File: src/rtl/i2s_adc_receiver.sv
// I2S ADC receiver: synchronizes the codec serial port into clk, deserializes stereo
// words and buffers {left,right} pairs in a first-word-fall-through FIFO.
// Optional peak meter enabled by defining I2S_RX_PEAK_EN.
module i2s_adc_receiver #(
  parameter int DATA_W     = 24,
  parameter int FIFO_DEPTH = 4
) (
  input  logic                          clk,
  input  logic                          reset_n,
  input  logic                          AUD_BCLK,
  input  logic                          AUD_ADCLRCK,
  input  logic                          AUD_ADCDAT,
  input  logic                          read,
  output logic                          read_ready,
  output logic [DATA_W-1:0]             readdata_left,
  output logic [DATA_W-1:0]             readdata_right,
  output logic [$clog2(FIFO_DEPTH):0]   fill,
  output logic                          overflow
`ifdef I2S_RX_PEAK_EN
  ,
  input  logic                          peak_clr,
  output logic [DATA_W-2:0]             peak
`endif
);

  localparam int AW = $clog2(FIFO_DEPTH);
  localparam logic [DATA_W-1:0] MSB_ONLY = {1'b1, {(DATA_W-1){1'b0}}};

  typedef enum logic [1:0] {SYNC, SKIP, SHIFT, HOLD} state_t;

  state_t            state;
  logic [2:0]        bclk_sync;
  logic [2:0]        lrck_sync;
  logic [1:0]        dat_sync;
  logic              bclk_rise;
  logic              lrck_edge;
  logic              lrck_rise;
  logic              lrck_fall;
  logic              dat;
  logic [DATA_W-1:0] word;
  logic [DATA_W-1:0] mask;
  logic [DATA_W-1:0] left_word;
  logic              left_valid;
  logic              push;

  logic [DATA_W-1:0] mem_left  [FIFO_DEPTH];
  logic [DATA_W-1:0] mem_right [FIFO_DEPTH];
  logic [AW-1:0]     wr_ptr;
  logic [AW-1:0]     rd_ptr;
  logic [AW:0]       count;
  logic              full;
  logic              do_push;
  logic              do_pop;

  always_ff @(posedge clk or negedge reset_n) begin
    if (!reset_n) begin
      bclk_sync <= '0;
      lrck_sync <= '0;
      dat_sync  <= '0;
    end else begin
      bclk_sync <= {bclk_sync[1:0], AUD_BCLK};
      lrck_sync <= {lrck_sync[1:0], AUD_ADCLRCK};
      dat_sync  <= {dat_sync[0], AUD_ADCDAT};
    end
  end

  always_comb begin
    bclk_rise = bclk_sync[1] & ~bclk_sync[2];
    lrck_edge = lrck_sync[1] ^ lrck_sync[2];
    lrck_rise = lrck_edge & lrck_sync[1];
    lrck_fall = lrck_edge & ~lrck_sync[1];
    dat       = dat_sync[1];
    push      = lrck_fall && (state != SYNC) && left_valid;
  end

  // Bits land directly at the one-hot mask position, so a word cut short by an
  // LRCK edge is already left-aligned with zero-filled LSBs.
  always_ff @(posedge clk or negedge reset_n) begin
    if (!reset_n) begin
      state      <= SYNC;
      word       <= '0;
      mask       <= '0;
      left_word  <= '0;
      left_valid <= 1'b0;
    end else if (state == SYNC) begin
      if (lrck_fall) begin
        state <= SKIP;
        word  <= '0;
      end
    end else if (lrck_edge) begin
      if (lrck_rise) begin
        left_word  <= word;
        left_valid <= 1'b1;
      end
      state <= SKIP;
      word  <= '0;
      mask  <= '0;
    end else if (bclk_rise) begin
      case (state)
        SKIP: begin
          state <= SHIFT;
          mask  <= MSB_ONLY;
        end
        SHIFT: begin
          word <= word | (mask & {DATA_W{dat}});
          mask <= mask >> 1;
          if (mask[0]) state <= HOLD;
        end
        default: ;
      endcase
    end
  end

  always_comb begin
    full    = (count == (AW+1)'(FIFO_DEPTH));
    do_pop  = read && (count != '0);
    do_push = push && (!full || do_pop);
  end

  always_ff @(posedge clk) begin
    if (do_push) begin
      mem_left[wr_ptr]  <= left_word;
      mem_right[wr_ptr] <= word;
    end
  end

  always_ff @(posedge clk or negedge reset_n) begin
    if (!reset_n) begin
      wr_ptr   <= '0;
      rd_ptr   <= '0;
      count    <= '0;
      overflow <= 1'b0;
    end else begin
      if (do_push) wr_ptr <= wr_ptr + AW'(1);
      if (do_pop)  rd_ptr <= rd_ptr + AW'(1);
      case ({do_push, do_pop})
        2'b10:   count <= count + (AW+1)'(1);
        2'b01:   count <= count - (AW+1)'(1);
        default: ;
      endcase
      if (push && full && !do_pop) overflow <= 1'b1;
    end
  end

  always_comb begin
    read_ready     = (count != '0);
    fill           = count;
    readdata_left  = read_ready ? mem_left[rd_ptr]  : '0;
    readdata_right = read_ready ? mem_right[rd_ptr] : '0;
  end

`ifdef I2S_RX_PEAK_EN
  logic [DATA_W-2:0] mag_left;
  logic [DATA_W-2:0] mag_right;
  logic [DATA_W-2:0] mag_max;

  function automatic logic [DATA_W-2:0] magnitude(input logic [DATA_W-1:0] s);
    logic [DATA_W-1:0] n;
    n = -s;
    if (!s[DATA_W-1])     return s[DATA_W-2:0];
    else if (n[DATA_W-1]) return '1;
    else                  return n[DATA_W-2:0];
  endfunction

  always_comb begin
    mag_left  = magnitude(left_word);
    mag_right = magnitude(word);
    mag_max   = (mag_left > mag_right) ? mag_left : mag_right;
  end

  always_ff @(posedge clk or negedge reset_n) begin
    if (!reset_n)                       peak <= '0;
    else if (peak_clr)                  peak <= '0;
    else if (do_push && mag_max > peak) peak <= mag_max;
  end
`endif

endmodule

File: config.mk
export PLATFORM = sky130hd
export DESIGN_NAME = i2s_adc_receiver
export DESIGN_NICKNAME = d
export VERILOG_FILES = /design/src/rtl/i2s_adc_receiver.sv
export SDC_FILE = /design/constraint.sdc
export NUM_CORES = 1
export LEC_CHECK = 0
export BUFFER_PORTS_ARGS = -buffer_cell sky130_fd_sc_hd__buf_4
export CAP_MARGIN = 15
export CORE_ASPECT_RATIO = 1.25
export CORE_MARGIN = 2
export CORE_UTILIZATION = 30
export DETAILED_ROUTE_END_ITERATION = 8
export PLACE_DENSITY_LB_ADDON = 0.05
export SETUP_SLACK_MARGIN = 0.15
export SLEW_MARGIN = 20
export SYNTH_ARGS = -nofsm -noshare
export SYNTH_HDL_FRONTEND = slang
export SYNTH_SLANG_ARGS = --single-unit
File: constraint.sdc
create_clock -name clk -period 4.1 [get_ports clk]
set_input_delay 0 -clock clk [delete_from_list [all_inputs] [get_ports clk]]
set_output_delay 0 -clock clk [all_outputs]
set_load 0.01 [all_outputs]
### Word-level counts from Yosys, hierarchy flattened

Memory sizes are Yosys's and may differ from the RTL's.
Index checks and enable logic that the tools add are counted.

| word-level totals | value |
|---|---|
| word-level logic and storage cells | 75 |
| memories kept | 2 |
| bits in writable memories | 192 |
| register bits after elaboration | 91 |

Memories:

| memory | depth | width | rd ports | clocked after memory_dff | wr ports | RTL line | source |
|---|---|---|---|---|---|---|---|
| mem_left | 4 | 24 | 1 | 0 | 1 | 46 | `logic [DATA_W-1:0] mem_left [FIFO_DEPTH];` |
| mem_right | 4 | 24 | 1 | 0 | 1 | 47 | `logic [DATA_W-1:0] mem_right [FIFO_DEPTH];` |

| cells by class | value |
|---|---|
| bitwise logic cells | 9 |
| equal/unequal tests | 7 |
| multiplexer cells | 19 |
| add/subtract/negate cells | 4 |
| reduce and logical (&&, ||, !) cells | 22 |

Operator list:

| operator | number |
|---|---|
| 24-bit two-way mux | 9 |
| 24-bit one-hot mux with 2 select lines | 1 |
| 24-bit AND | 1 |
| 24-bit OR | 1 |
| 3-bit nonzero test | 4 |
| 2-bit two-way mux | 5 |
| 3-bit AND reduction | 3 |
| 1-bit logical AND | 6 |
| 3-bit one-hot mux with 2 select lines | 1 |
| 2-bit nonzero test | 3 |
| 2-bit by 1-bit adder with 2-bit output (second input constant) | 2 |
| 2-bit by 1-bit equality test with 1-bit output (second input constant) | 2 |
| 2-bit equality test (second input constant) | 2 |
| 4-bit inequality test (second input constant) | 1 |
| 2-bit one-hot mux with 2 select lines | 1 |
| 4-bit AND reduction | 1 |
| 4-bit nonzero test | 1 |
| 3-bit by 1-bit adder with 3-bit output (second input constant) | 1 |
| 1-bit AND | 3 |
| 3-bit equality test (second input constant) | 1 |
| 1-bit inverter | 3 |
| 3-bit by 1-bit subtractor with 3-bit output (second input constant) | 1 |
| 1-bit logical NOT | 2 |
| 2-bit logical NOT | 1 |
| 4 further kinds | 5 |

### Logic depth before layout (Yosys ltp)

| logic depth | value |
|---|---|
| depth after elaboration | 7 |
| gate-level depth with buffers | 9 |
| depth with buffers taken out | 8 |

### Worst setup path after synthesis

Ideal clock, no wire load.

| path | value |
|---|---|
| kind | flip-flop to flip-flop |
| from | reg state[0] |
| to | mem mem_left[0][0] (enable) |
| setup time | 0.410 ns |
| path buffers | 1 |
| data arrival time | 2.567 ns |
| cell stages (with the launch flop) | 7 |
| setup slack | 1.123 ns |
| path through | dfrtp_1 -> inv_1 -> ha_1 -> buf_6 -> nand3b_1 -> nor2_1 -> and2_1 |

| on the way | value |
|---|---|
| word-level cells in the longest chain between the ends | 6 |

Ends and longest elaborated chain:

| item | RTL line | source |
|---|---|---|
| start: declaration | 31 | `state_t state;` |
| start signal: assignment | 80 | `state <= SYNC;` |
| start signal: assignment | 87 | `state <= SKIP;` |
| start signal: assignment | 95 | `state <= SKIP;` |
| 2-bit nonzero test | 73 | `push = lrck_fall && (state != SYNC) && left_valid;` |
| 1-bit logical AND (2 in series) | 73 |  |
| 1-bit logical AND | 117 | `do_push = push && (!full \|\| do_pop);` |
| 1-bit two-way mux | 121 | `if (do_push) begin` |
| 1-bit two-way mux (not written as such) | 122 | `mem_left[wr_ptr] <= left_word;` |
| end: declaration | 46 |  |

Every way passes these cells.

### Worst setup path in the final report

| path | value |
|---|---|
| from | reg state[0] |
| to | mem mem_right[0][5] (enable) |

| on the way | value |
|---|---|
| word-level cells in the longest chain between the ends | 6 |

Ends and longest elaborated chain:

| item | RTL line | source |
|---|---|---|
| 2-bit nonzero test | 73 |  |
| 1-bit logical AND (2 in series) | 73 |  |
| 1-bit logical AND | 117 |  |
| 1-bit two-way mux | 121 |  |
| 1-bit two-way mux (not written as such) | 123 | `mem_right[wr_ptr] <= word;` |
| end: declaration | 47 |  |

Every way passes these cells.

==> results_tabular.tex <==
\begin{tabular}{lr}
\hline
Metric & Value \\
\hline
\multicolumn{2}{l}{\textbf{CTS}} \\
Count of instances resized after the clock tree is built & 0 \\
CTS Buf Count & 29 \\
Maximum number of buffers from clock root to sink & 3 \\
TritonCTS clock tree & yes \\
Clock Root Buffer & clkbuf\_16 \\
Number of clock sinks seen by CTS & $\sim$280 \\
Clock slew at reported path FFs & 60 ps \\
H-Tree Level Count & 1 \\
Clock latency reported for the late side of the worst-skew pair & 540 ps \\
\multicolumn{2}{l}{\textbf{Critical path}} \\
Critical Setup Path Class & flop to flop \\
Number of buffers and inverters on the critical path & 2 \\
Endpoint required time on the critical path & 4320 ps \\
CP peak stage delay & between 500 and 600 ps \\
Worst-path maximum fanout & 18 \\
Worst setup SP type & flop \\
Cell with the largest stage delay on the worst path & and2\_2 \\
Crit end category & flop \\
Critical Path AT & $\sim$3200 ps \\
Cell class contributing the biggest share of worst-path delay & simple AND/OR/NAND/NOR gates \\
Cell Chain, Critical Path & inv\_1 -> ha\_1 -> nand3b\_1 -> nor2\_1 -> and2\_2 -> buf\_4 \\
\multicolumn{2}{l}{\textbf{Floorplan}} \\
Rows & 78 \\
Core ar. & 36400 um\^{}2 \\
Die extent in y & 219 um \\
Starting density of the core & 0.306 \\
Width of the chip & 176 um \\
Total Die Area & 38700 um\^{}2 \\
Total I/O pin count & 59 \\
\multicolumn{2}{l}{\textbf{Yosys}} \\
Number of enable-type register cells in the synthesized netlist & 192 \\
Share of the synthesized area in the top cell type & 0.518 \\
Yosys warning total & 0 \\
Register bit count reported by yosys & between 200 and 300 \\
Share of flip-flops with an asynchronous set or reset after synthesis & 0.322 \\
Post-Syn Instances & 612 \\
Dominant register cell in the synthesized netlist & edfxtp\_1 \\
Cell variety after synth & 42 \\
Post-Synthesis Net Count & around 630 \\
Top cell type by total area after synthesis & edfxtp\_1 \\
Seq/Total Area, Yosys & 0.722 \\
Synth Cell Area & 11100 um\^{}2 \\
Post-synthesis area per instance & roughly 18 um\^{}2 \\
Most area-consuming cells after synthesis & edfxtp\_1, dfrtp\_1, mux4\_2 \\
\multicolumn{2}{l}{\textbf{GRT}} \\
Fraction of met1 tracks used by global routing & 0.166 \\
Global route overflow & 0 \\
Pin count of the biggest net entering global routing & 55 \\
Most used routing layer & met2 \\
Global-route wire length before repair & $\sim$37000 um \\
Met2 Track Usage GR & 0.218 \\
Initial antenna violation count & 0 \\
GR Util All Layers & 0.127 \\
Number of global-route vias before repair & 5982 \\
Met3 track demand over resource & 0.0180 \\
\multicolumn{2}{l}{\textbf{Finish}} \\
Final Net Count & 703 \\
Most frequent cells in the layout & edfxtp\_1, dfrtp\_1, buf\_4 \\
Fillers & 3448 \\
Diodes inserted & 0 \\
Area Overhead vs Synth & 17.2\% \\
Leading cell type in the layout, fill and taps excluded & edfxtp\_1 \\
Final design area excluding fillers & 13100 um\^{}2 \\
Ratio of cells with drive above 1 in the final layout & 0.341 \\
\multicolumn{2}{l}{\textbf{Timing}} \\
Setup TNS & 0 ps \\
Setup-failing EPs final & 0 \\
Clock period minus final worst setup slack & approximately 2900 ps \\
Unrepaired setup endpoints after global routing & false \\
Maximum frequency from static timing analysis & $\sim$0.34 GHz \\
Number of hold-slack violations in the final timing report & 0 \\
Period utilization & 0.714 \\
Normalized max-slew margin & 0.399 \\
Worst Skew & $\sim$10 ps \\
Actual transition at the worst max-transition pin & 901 ps \\
Number of pins with negative max-slew slack in the final report & 0 \\
\multicolumn{2}{l}{\textbf{Pwr}} \\
Total power divided by cell area & 621 nW/um\^{}2 \\
Switching share of power & 0.293 \\
Switching power total & around 2400 uW \\
Clock Power Share & 0.297 \\
Internal Dissipation & 5730 uW \\
Gate power share & 0.258 \\
Peak ir drop on the vdd network & 369 uV \\
Share of power burned in registers & 0.445 \\
Leakage power & roughly 0.005 uW \\
\multicolumn{2}{l}{\textbf{Route}} \\
Antenna-violating nets left & 0 \\
Wirelength, routed & $\sim$24000 um \\
Post-detailed-route wirelength per cell & 19.9 um \\
Initial DRT Pass Iterations & 4 \\
Via count & 5469 \\
Routed vias/inst & 4.60 \\
Final routed DRC violation total & 0 \\
1st-iter DRT viols & 260 \\
\multicolumn{2}{l}{\textbf{Outcome}} \\
Run status & completed \\
\multicolumn{2}{l}{\textbf{Placed design}} \\
Post-detailed-placement cell area & around 12000 um\^{}2 \\
Port bufs & slightly below 60 \\
Gpl congestion & 0.671 \\
Hpwl dp & 13300 um \\
\multicolumn{2}{l}{\textbf{Flow run}} \\
Max-cap violations & 0 \\
\multicolumn{2}{l}{\textbf{Min path}} \\
Worst min path class & input port to asynchronous set/reset pin \\
\hline
\end{tabular}
[worst reg2reg max path: stages, from the launching register on]
cell and delay [ps]:
dfrtp_1 410, inv_1 110, ha_1 340, nand3b_1 360, nor2_1 410, and2_2 570, buf_4 400
[stage by stage]
step | hold WS, ps | setup slack (ps) | util | power (uW) | instances
floorplan | -296 | 1120 | - | 4890 | 612
global placement | 111 | 1180 | 0.334 | 5820 | 1131
detailed placement | 111 | 1110 | 0.334 | 5840 | 1131
CTS | 65.3 | 1100 | 0.358 | 8300 | 1189
global route | 86.9 | 838 | 0.359 | 8560 | 1189
finish | 85.3 | 1170 | 0.359 | 8100 | 1189
[kinds of logic (layout without fill, tap and decap cells)]
logic type,Yosys count,count (layout),share of synthesized area
flip-flops,283,283,0.722
AND/OR/NAND/NOR,129,129,0.0688
multiplexers,96,96,0.146
buffers and inverters,46,143,0.0197
AO/OA/AOI/OAI,42,42,0.0270
adder cells (fa/ha/maj),10,10,0.0119
XOR/XNOR,6,6,0.00472
[power by group through the flow]
stage / Clock [uW] / Sequential (uW) / Combinational (uW)
finish: 2410 / 3600 / 2090
global route: 2610 / 3660 / 2290
CTS: 2510 / 3630 / 2160
detailed placement: 0 / 3690 / 2150
global placement: 0 / 3680 / 2140
floorplan: 0 / 3420 / 1480
[per-layer routing]
| metal | vias up | wire (um) |
|---|---|---|
| met5 | - | 0 |
| met2 | 80 | 11800 |
| met3 | 35 | 751 |
| li1 | 2466 | - |
| met4 | 0 | 465 |
| met1 | 2888 | 10600 |
[cell usage after synthesis (2+ instances only)]
library cell / n
and3_2: 5
and2_1: 52
a21oi_2: 10
inv_1: 13
buf_6: 4
and3_1: 19
nand2b_1: 2
o211ai_1: 3
nor2_2: 10
o21ai_0: 2
nand2_1: 6
xnor2_1: 6
mux2_2: 48
nand3_1: 4
mux4_2: 48
buf_2: 13
edfxtp_1: 192
clkbuf_1: 15
a21oi_1: 19
a21o_1: 2
nor2_1: 19
nor3_1: 2
dfrtp_1: 91
ha_1: 9
[flip-flops by register name, summed over array words and instances (netlist names), 3 cells and up]
name and count:
bclk_sync 3, fill 3, left_word 24, lrck_sync 3, mask 24, mem_left 96, mem_right 96, word 24
[path summary, 6_finish.rpt]
| check | startpoint | endpoint | cells past startpoint | slack [ps] |
|---|---|---|---|---|
| max reg2reg | state[0] | mem_right[0][5] | 6 | 1170 |
| max | state[0] | mem_right[0][5] | 6 | 1170 |
| max in group asynchronous | reset_n | word[8] | 3 | 2940 |
| min | reset_n | left_word[11] | 2 | 90 |
| min reg2reg | lrck_sync[0] | lrck_sync[1] | 0 | 350 |
| min in group clk | AUD_ADCDAT | dat_sync[0] | 2 | 100 |
[layout make-up]
type,count,area [um^2],share of cell area
flip-flops and latches,283,8050,0.617
repair buffers,77,616,0.0472
well taps,480,601,0.0460
clock buffers,41,771,0.0591
clock inverters,12,78.8,0.00604
multi-input cells,283,2890,0.221
inverters,13,48.8,0.00374
[what timing repair did]
item	4_1_cts	5_1_grt
hold buffers	5	0
setup buffers	0	0
endpoints found under the hold margin	62	0
(Power assumes the default switching activity.)
